`src/rtl/l2sio_mon_pkg.sv`:
```
// Shared types for the L2-to-SIO response tracker: header field offsets,
// event record layout and the per-bank capture FSM states.
package l2sio_mon_pkg;

  localparam int OPES_MSB = 23;
  localparam int CBA_MSB  = 19;
  localparam int TAG_MSB  = 15;

  // Record fields are sized for the largest supported configuration
  // (up to 256 banks, up to 255 beats); the top trims them to port widths.
  localparam int EVT_BANK_W  = 8;
  localparam int EVT_BEATS_W = 8;

  typedef enum logic {
    IDLE    = 1'b0,
    PAYLOAD = 1'b1
  } cap_state_e;

  typedef struct packed {
    logic [EVT_BANK_W-1:0]  bank;
    logic [3:0]             opes;
    logic [3:0]             cba;
    logic [15:0]            tag;
    logic [EVT_BEATS_W-1:0] beats;
    logic                   ue;
    logic                   par_err;
    logic                   proto_err;
  } l2sio_evt_t;

endpackage

```
`src/rtl/l2sio_bank_capture.sv`:
```
// One L2 bank tap: header/payload FSM, beat counter, parity check and a
// one-entry hold register feeding the top-level arbiter.
module l2sio_bank_capture
  import l2sio_mon_pkg::*;
#(
  parameter int DATA_W      = 32,
  parameter int PAR_W       = 2,
  parameter int RD_BEATS    = 16,
  parameter int RD_OPES_BIT = 0
) (
  input  logic              clk_i,
  input  logic              rst_n_i,
  input  logic              enable_i,
  input  logic              ctag_vld_i,
  input  logic [DATA_W-1:0] data_i,
  input  logic [PAR_W-1:0]  parity_i,
  input  logic              ue_err_i,
  input  logic              pop_i,
  output logic              hold_vld_o,
  output l2sio_evt_t        hold_rec_o,
  output logic [1:0]        drop_num_o
);

  localparam int SLICE_W = DATA_W / PAR_W;

  cap_state_e       state_q, state_d;
  l2sio_evt_t       rec_q, rec_d, hdr_rec, beat_rec, done_rec, hold_q;
  logic [PAR_W-1:0] slice_err;
  logic             done, extra_done, accept, hold_vld_q;

  for (genvar gi = 0; gi < PAR_W; gi++) begin : g_par
    assign slice_err[gi] = (^data_i[gi*SLICE_W +: SLICE_W]) ^ parity_i[gi];
  end

  always_comb begin
    hdr_rec          = '0;
    hdr_rec.opes     = data_i[OPES_MSB -: 4];
    hdr_rec.cba      = data_i[CBA_MSB -: 4];
    hdr_rec.tag      = data_i[TAG_MSB -: 16];
    hdr_rec.ue       = ue_err_i;
    beat_rec         = rec_q;
    beat_rec.beats   = rec_q.beats + EVT_BEATS_W'(1);
    beat_rec.ue      = rec_q.ue | ue_err_i;
    beat_rec.par_err = rec_q.par_err | (|slice_err);
  end

  always_comb begin
    state_d    = state_q;
    rec_d      = rec_q;
    done       = 1'b0;
    done_rec   = rec_q;
    extra_done = 1'b0;
    if (!enable_i) begin
      state_d = IDLE;
    end else begin
      case (state_q)
        IDLE: begin
          if (ctag_vld_i) begin
            rec_d = hdr_rec;
            if (hdr_rec.opes[RD_OPES_BIT]) begin
              state_d = PAYLOAD;
            end else begin
              done     = 1'b1;
              done_rec = hdr_rec;
            end
          end
        end
        PAYLOAD: begin
          if (ctag_vld_i) begin
            done               = 1'b1;
            done_rec.proto_err = 1'b1;
            rec_d              = hdr_rec;
            // A header-only packet truncating a read yields a second record
            // this cycle; the hold register takes one, so the second is lost.
            if (!hdr_rec.opes[RD_OPES_BIT]) begin
              state_d    = IDLE;
              extra_done = 1'b1;
            end
          end else begin
            rec_d = beat_rec;
            if (beat_rec.beats == EVT_BEATS_W'(RD_BEATS)) begin
              done     = 1'b1;
              done_rec = beat_rec;
              state_d  = IDLE;
            end
          end
        end
        default: state_d = IDLE;
      endcase
    end
  end

  assign accept = ~hold_vld_q | pop_i;

  always_ff @(posedge clk_i or negedge rst_n_i) begin
    if (!rst_n_i) begin
      state_q    <= IDLE;
      rec_q      <= '0;
      hold_vld_q <= 1'b0;
      hold_q     <= '0;
    end else begin
      state_q <= state_d;
      rec_q   <= rec_d;
      if (done && accept) begin
        hold_vld_q <= 1'b1;
        hold_q     <= done_rec;
      end else if (pop_i) begin
        hold_vld_q <= 1'b0;
      end
    end
  end

  assign hold_vld_o = hold_vld_q;
  assign hold_rec_o = hold_q;
  assign drop_num_o = {1'b0, done & ~accept} + {1'b0, extra_done};

endmodule

```
`src/rtl/l2_sio_resp_tracker.sv`:
```
// L2B->SIO response tracker: per-bank capture, round-robin arbitration of
// completed records into an event FIFO, and drop accounting.
module l2_sio_resp_tracker
  import l2sio_mon_pkg::*;
#(
  parameter int NUM_BANKS   = 8,
  parameter int DATA_W      = 32,
  parameter int PAR_W       = 2,
  parameter int RD_BEATS    = 16,
  parameter int RD_OPES_BIT = 0,
  parameter int FIFO_DEPTH  = 4
) (
  input  logic                            iol2clk,
  input  logic                            rst_l,
  input  logic                            enable,
  input  logic [NUM_BANKS-1:0]            bank_ctag_vld,
  input  logic [NUM_BANKS*DATA_W-1:0]     bank_data,
  input  logic [NUM_BANKS*PAR_W-1:0]      bank_parity,
  input  logic [NUM_BANKS-1:0]            bank_ue_err,
  output logic                            evt_vld,
  input  logic                            evt_rdy,
  output logic [$clog2(NUM_BANKS)-1:0]    evt_bank,
  output logic [3:0]                      evt_opes,
  output logic [3:0]                      evt_cba,
  output logic [15:0]                     evt_tag,
  output logic [$clog2(RD_BEATS+1)-1:0]   evt_beats,
  output logic                            evt_ue,
  output logic                            evt_par_err,
  output logic                            evt_proto_err,
  output logic [15:0]                     drop_cnt,
  output logic                            ovf_sticky
);

  localparam int BANK_W  = $clog2(NUM_BANKS);
  localparam int BEATS_W = $clog2(RD_BEATS + 1);
  localparam int AW      = $clog2(FIFO_DEPTH);

  logic [NUM_BANKS-1:0] hold_vld, pop_vec;
  l2sio_evt_t           hold_rec [NUM_BANKS];
  logic [1:0]           drop_num [NUM_BANKS];

  for (genvar gi = 0; gi < NUM_BANKS; gi++) begin : g_bank
    l2sio_bank_capture #(
      .DATA_W(DATA_W), .PAR_W(PAR_W), .RD_BEATS(RD_BEATS), .RD_OPES_BIT(RD_OPES_BIT)
    ) u_cap (
      .clk_i      (iol2clk),
      .rst_n_i    (rst_l),
      .enable_i   (enable),
      .ctag_vld_i (bank_ctag_vld[gi]),
      .data_i     (bank_data[gi*DATA_W +: DATA_W]),
      .parity_i   (bank_parity[gi*PAR_W +: PAR_W]),
      .ue_err_i   (bank_ue_err[gi]),
      .pop_i      (pop_vec[gi]),
      .hold_vld_o (hold_vld[gi]),
      .hold_rec_o (hold_rec[gi]),
      .drop_num_o (drop_num[gi])
    );
  end

  logic [BANK_W-1:0] rr_ptr_q, rr_ptr_d, grant_idx;
  logic              grant_vld, push, pop, full;
  l2sio_evt_t        push_rec, head;
  l2sio_evt_t        mem_q [FIFO_DEPTH];
  logic [AW-1:0]     wr_ptr_q, rd_ptr_q;
  logic [AW:0]       cnt_q;
  logic [16:0]       drop_sum, drop_total;
  logic [15:0]       drop_cnt_q;
  logic              ovf_q;

  assign full = (cnt_q == (AW+1)'(FIFO_DEPTH));
  assign pop  = evt_vld & evt_rdy;

  // Search starts at the pointer so the bank granted last gets lowest priority.
  always_comb begin
    int idx;
    idx       = 0;
    grant_vld = 1'b0;
    grant_idx = '0;
    for (int k = 0; k < NUM_BANKS; k++) begin
      idx = int'(rr_ptr_q) + k;
      if (idx >= NUM_BANKS) idx = idx - NUM_BANKS;
      if (!grant_vld && hold_vld[idx]) begin
        grant_vld = 1'b1;
        grant_idx = BANK_W'(idx);
      end
    end
    push          = grant_vld & (~full | pop);
    pop_vec       = '0;
    push_rec      = hold_rec[grant_idx];
    push_rec.bank = EVT_BANK_W'(grant_idx);
    rr_ptr_d      = rr_ptr_q;
    if (push) begin
      pop_vec[grant_idx] = 1'b1;
      rr_ptr_d = (grant_idx == BANK_W'(NUM_BANKS - 1)) ? '0 : grant_idx + BANK_W'(1);
    end
  end

  always_comb begin
    drop_sum = '0;
    for (int b = 0; b < NUM_BANKS; b++) drop_sum = drop_sum + 17'(drop_num[b]);
    drop_total = {1'b0, drop_cnt_q} + drop_sum;
  end

  always_ff @(posedge iol2clk) begin
    if (push) mem_q[wr_ptr_q] <= push_rec;
  end

  always_ff @(posedge iol2clk or negedge rst_l) begin
    if (!rst_l) begin
      rr_ptr_q   <= '0;
      wr_ptr_q   <= '0;
      rd_ptr_q   <= '0;
      cnt_q      <= '0;
      drop_cnt_q <= '0;
      ovf_q      <= 1'b0;
    end else begin
      rr_ptr_q <= rr_ptr_d;
      if (push) wr_ptr_q <= wr_ptr_q + AW'(1);
      if (pop)  rd_ptr_q <= rd_ptr_q + AW'(1);
      if (push && !pop)      cnt_q <= cnt_q + (AW+1)'(1);
      else if (pop && !push) cnt_q <= cnt_q - (AW+1)'(1);
      drop_cnt_q <= drop_total[16] ? 16'hFFFF : drop_total[15:0];
      if (drop_sum != '0) ovf_q <= 1'b1;
    end
  end

  assign evt_vld       = (cnt_q != '0);
  assign head          = evt_vld ? mem_q[rd_ptr_q] : '0;
  assign evt_bank      = head.bank[BANK_W-1:0];
  assign evt_opes      = head.opes;
  assign evt_cba       = head.cba;
  assign evt_tag       = head.tag;
  assign evt_beats     = head.beats[BEATS_W-1:0];
  assign evt_ue        = head.ue;
  assign evt_par_err   = head.par_err;
  assign evt_proto_err = head.proto_err;
  assign drop_cnt      = drop_cnt_q;
  assign ovf_sticky    = ovf_q;

  logic unused_bits;
  assign unused_bits = ^{head.bank[EVT_BANK_W-1:BANK_W], head.beats[EVT_BEATS_W-1:BEATS_W]};

endmodule
```
`config.mk`:
```
export PLATFORM = sky130hd
export DESIGN_NAME = l2_sio_resp_tracker
export DESIGN_NICKNAME = d
export VERILOG_FILES = /design/src/rtl/l2sio_mon_pkg.sv /design/src/rtl/l2sio_bank_capture.sv /design/src/rtl/l2_sio_resp_tracker.sv
export SDC_FILE = /design/constraint.sdc
export NUM_CORES = 1
export LEC_CHECK = 0
export ABC_AREA = 1
export ABC_CLOCK_PERIOD_IN_PS = 10550
export BUFFER_PORTS_ARGS = -buffer_cell sky130_fd_sc_hd__buf_2
export CAP_MARGIN = 20
export CORE_MARGIN = 3
export CORE_UTILIZATION = 40
export CTS_CLUSTER_DIAMETER = 200
export CTS_CLUSTER_SIZE = 30
export DETAILED_ROUTE_END_ITERATION = 8
export MAX_ROUTING_LAYER = met4
export PLACE_DENSITY = 0.64
export SYNTH_ARGS = -nofsm -noshare
export SYNTH_HDL_FRONTEND = slang
export SYNTH_HIERARCHICAL = 1
export SYNTH_SLANG_ARGS = --single-unit
```
`constraint.sdc`:
```
create_clock -name iol2clk -period 10.55 [get_ports iol2clk]
set_clock_uncertainty 0.05 [all_clocks]
set_input_delay 1.055 -clock iol2clk [delete_from_list [all_inputs] [get_ports iol2clk]]
set_output_delay 1.055 -clock iol2clk [all_outputs]
set_load 0.02 [all_outputs]
```
# --- After elaboration in Yosys (flattened, before gate mapping) ---
# Memories as Yosys holds them, arrays and structs flattened.
# Index checks and enable logic that the tools add are counted.
classes:
  bitwise: 77
  order_cmp: 19
  eq_ne: 26
  n_reduce_logical: 78
  add_sub_neg: 44
  n_mux: 269
ops:
  columns: ["op", "count"]
  rows:
  - ["$mux 43", 40]
  - ["$pmux 43 s2", 16]
  - ["$lt 32x5->1 const B", 8]
  - ["$mux 32", 8]
  - ["$reduce_xor 16->1", 16]
  - ["$mux 1", 147]
  - ["$bmux 43 s3", 1]
  - ["$mux 11", 8]
  - ["$mux 10", 8]
  - ["$mux 35", 2]
  - ["$add 8x1->8 const B", 8]
  - ["$eq 8x5->1 const B", 8]
  - ["$mux 38", 1]
  - ["$sub 4x4->5 const B", 7]
  - ["$mux 3", 11]
  - ["$ge 4x4->1 const B", 8]
  - ["$ne 2x2->1 const B", 16]
  - ["$pmux 1 s2", 16]
  - ["$not 1->1", 25]
  - ["$or 1x1->1", 25]
  - ["$bmux 1 s3", 8]
  - ["$reduce_and 3->1", 8]
  - ["$logic_and 1x1->1", 18]
  - ["$reduce_bool 2->1", 9]
  - ["31 further kinds", 91]
word_totals:
  ram_bits: 152
  out_inout_bits: 53
  n_memories: 1
  inputBits: 292
  regBits: 731
mem_list:
  columns: ["name", "depth", "width", "rd", "rd_ports_with_merged_regs", "wr", "line", "source"]
  rows:
  - ["mem_q", 4, 38, 1, 0, 1, "l2_sio_resp_tracker.sv:63", "l2sio_evt_t mem_q [FIFO_DEPTH];"]

# --- Depth between registers and ports, before layout ---
depth:
  word_depth: 45
  depth_mapped: 44

# --- By module ---
# The synthesis kept the hierarchy.
by_module_without_submodules:
  columns: ["module", "area_per_inst_um2", "instances", "cells_each"]
  rows:
  - ["l2sio_bank_capture (g_bank[1].u_cap ...)", 3986.3, 4, 577]
  - ["l2sio_bank_capture (g_bank[0].u_cap ...)", 3980.1, 4, 574]
  - ["l2_sio_resp_tracker", 10976.8, 1, 1490]

# --- Worst setup path after synthesis ---
# Ideal clock, no wire load.
synth_timing:
  kind: "register to register"
  start: "reg rr_ptr_q[0]"
  end: "reg drop_cnt_q[13] (netlist: drop_cnt[13])"
  path_buffers: 4
  setup_slack_ns: 2.870
  stages_incl_launch_ff: 40
  arrival_time_ns: 7.561
  setup_ns: 0.069
  path_cell_list: "dfrtp_1 > buf_4 > inv_2 > buf_6 > ha_1 > inv_1 > nand3_1 > nand3_1 > nand2_2 > nor2_2 > nand3_2 > nor3_4 > nand4_1 > nand4_1 > buf_2 > buf_2 > nand2_1 > nor2_1 > [4 not listed] > fa_1 > inv_1 > fa_1 > fa_1 > inv_1 > fa_1 > ha_1 > fa_1 > ha_1 > nand3_1 > nand2_1 > a21oi_1 > o21ai_0 > nand4_1 > nor2_1 > inv_1 > or4_1 > nand3_1"
synth_rtl:
  columns: ["item", "line", "source"]
  rows:
  - ["start: declaration", "l2_sio_resp_tracker.sv:60", "logic [BANK_W-1:0] rr_ptr_q, rr_ptr_d, grant_idx;"]
  - ["start signal: assignment", "l2_sio_resp_tracker.sv:117", "rr_ptr_q <= rr_ptr_d;"]
  - ["end signal: assignment", "l2_sio_resp_tracker.sv:122", "drop_cnt_q <= drop_total[16] ? 16'hFFFF : drop_total[15:0];"]
  - ["end: declaration", "l2_sio_resp_tracker.sv:67", "logic [15:0] drop_cnt_q;"]

==> impl_metrics.csv <==
group,metric,value,unit
status,status,"completed",
clocking,cts-root-to-sink-buffers,3,
clocking,ctsRootBufferMaster,"clkbuf_16",
place,detailed_place.area,0.0441,mm2
clocking,htree_levels,1,
timing,post-route-period-util,86.6,%
clocking,cts_post_setup_buffers_inserted,0,
timing,unrepaired_setup_endpoints_after_global_routing,"false",
clocking,cts-resized-gates,0,
clocking,cts_made_buffers,27,
floorplan,die_y,328,um
job,drv.max_cap_violation_count,0,
clocking,cts_tree,"yes",
power,totalPowerFinal,12.9,mW
place,place_hpwl,88.8,mm
critical_path,crit_fanout,13,
cells_and_area,drive_gt1_share,8.49,%
detailed_routing,drtAntennaViolNets,0,
timing,report.final.slew_viol_count,0,
floorplan,initial_core_util,40.5,%
critical_path,cp_common_cell,"nand3_1",
hold_path,worstHoldPathType,"register to register",
cells_and_area,multi_input_area,0.0194,mm2
detailed_routing,num_vias,37000,
power,vdd.ir_drop.worst,0.000791,V
timing,maxClockFrequency,0.109,GHz
detailed_routing,routedWlPerCell,15.8,um
timing,timing.final.setup_violations,0,
grt,global_route.usage.total,22.0,%
place,preCtsSetupSlack,1.46,ns
detailed_routing,avgViaCountPerCell,4.92,
floorplan,top_level_ports,345,
power,powerDensity,287,mW/mm2
grt,antenna_found_initial,15,
critical_path,crit_arrival,9.65,ns
cells_and_area,num-fill-cells,10500,
timing,finalCriticalPeriod,9.14,ns
floorplan,total_die_area,0.108,mm2
clocking,insertion_delay,0.63,ns
grt,wire_length_of_the_first_global_routing_pass,185,mm
place,port-buffer-count,344,
timing,timing.max_slew.rel_slack,25.2,%
timing,totalNegativeSetupSlack,0,ns
detailed_routing,drtIter0Drc,3405,
critical_path,startpoint_type,"register",
synth,syn_avg_cell_area,6.98,um2
timing,setup_ws,1.41,ns
synth,post_synth_instance_area,0.0415,mm2
critical_path,worst-endpoint-required,11.06,ns
critical_path,critical_path.endpoint_type,"register",
grt,grt_max_degree,163,
timing,max_slew.worst_pin.slew,1.12,ns
detailed_routing,drt_wl_total,119,mm
critical_path,worst_path_max_delay_cell,"dfrtp_1",
floorplan,die_w,328,um
power,leakage,24.4,nW
grt,first_global_vias,33900,
clocking,cts.reportedPaths.clkPinSlew,0.11,ns
cells_and_area,nets_finish,6478,
cells_and_area,syn_to_final_growth,8.04,%
clocking,tritoncts_num_sinks,711,
grt,globalRoute.totalOverflow,0,
critical_path,timing_worst_setup_path_type,"register to register",
clocking,cts-hold-fix-buffers,0,
place,gpl.final_weighted_congestion,0.929,
timing,finalHoldViolations,0,
floorplan,rows,117,
synth,synthesis.nets,6290,
synth,syn_inst,5942,
cells_and_area,final_design_instance_area_without_fill,0.0448,mm2
floorplan,coreArea,0.102,mm2
timing,hold_ws,0.444,ns
detailed_routing,remaining_drcs,0,
cells_and_area,layout.area.seq,0.0185,mm2
synth,yosys_warnings,6,
critical_path,timing.critical_path.slowest_cell_delay,0.56,ns
detailed_routing,detailed_routing_iteration_count_for_the_pre_antenna_repair_pass,6,
path summary, 6_finish.rpt:
path                                               start                       endpoint  slack (ns)  cells past startpoint
max                                          rr_ptr_q[0]                   drop_cnt[13]        1.41                     36
min                        g_bank[2].u_cap/hold_rec_o[3]  g_bank[2].u_cap/hold_rec_o[3]        0.44                      2
max reg2reg                                  rr_ptr_q[0]                   drop_cnt[13]        1.41                     36
min reg2reg                g_bank[2].u_cap/hold_rec_o[3]  g_bank[2].u_cap/hold_rec_o[3]        0.44                      2
max in group asynchronous                          rst_l   g_bank[6].u_cap/beat_rec[20]        7.87                      3
min in group asynchronous                          rst_l   g_bank[1].u_cap/beat_rec[26]        0.47                      1
state kept, by name, summed over array words and instances, names as in the netlist:
register	count
cnt_q	3
drop_cnt	16
g_bank.u_cap/beat_rec	192
g_bank.u_cap/hold_rec_o	256
g_bank.u_cap/hold_vld_o	8
g_bank.u_cap/rec_q	80
g_bank.u_cap/state_q	8
mem_q	140
ovf_sticky	1
rd_ptr_q	2
rr_ptr_q	3
wr_ptr_q	2
placed cells by master, fill, tap and decap left out, drive strengths merged:
cell / instances
o21bai: 3
o31ai: 1
nand2: 2750
mux2: 1
fa: 13
nand4: 58
ha: 43
or4: 1
dfrtp: 571
o22ai: 43
xor2: 37
clkinv: 11
buf: 377
a21boi: 8
a21oi: 64
nor3: 13
nand3b: 3
nand3: 376
a31oi: 1
or2: 1
edfxtp: 140
nor2: 321
inv: 647
o21ai: 559
xnor2: 60
diode: 10
clkbuf: 34
cell type report:
class,instances,share of cell area (%)
clock inverter,1,0.0251
timing repair buffer,377,4.50
tap,1368,3.82
clock buffer,34,1.57
inverter,657,5.52
antenna,10,0.0558
sequential,711,41.3
multi-input combinational,4356,43.2
per-stage QoR:
stage	instances	util, %
2_1_floorplan	5942	-
3_3_place_gp	7469	43.1
3_5_place_dp	7469	43.1
4_1_cts	7504	43.8
5_1_grt	7514	43.8
6_report	7514	43.8
layer usage:
metal	up-vias	wire (um)	track usage (%)
met5	-	0	-
met4	0	2960	5.27
met3	133	6760	2.37
met2	899	53100	33.5
met1	17100	55800	31.6
li1	18900	-	-
power by group:
part	switching [mW]	internal, mW	leakage [nW]
logic	5.23	1.71	15.4
clock network	0.839	0.476	0.347
registers	0.487	4.12	8.62
total	6.56	6.31	24.4
worst max-delay path: cells and delay by family, from the launching register on:
| kind | cells | cell delay (ns) |
|---|---|---|
| AOI/OAI and AO/OA | 2 | 0.40 |
| and+or+nand+nor | 18 | 3.10 |
| buffers and inverters | 7 | 1.21 |
| adders and majority gates | 9 | 3.77 |
| DFF | 1 | 0.56 |
Note: power is estimated with default switching activity, not from simulation.
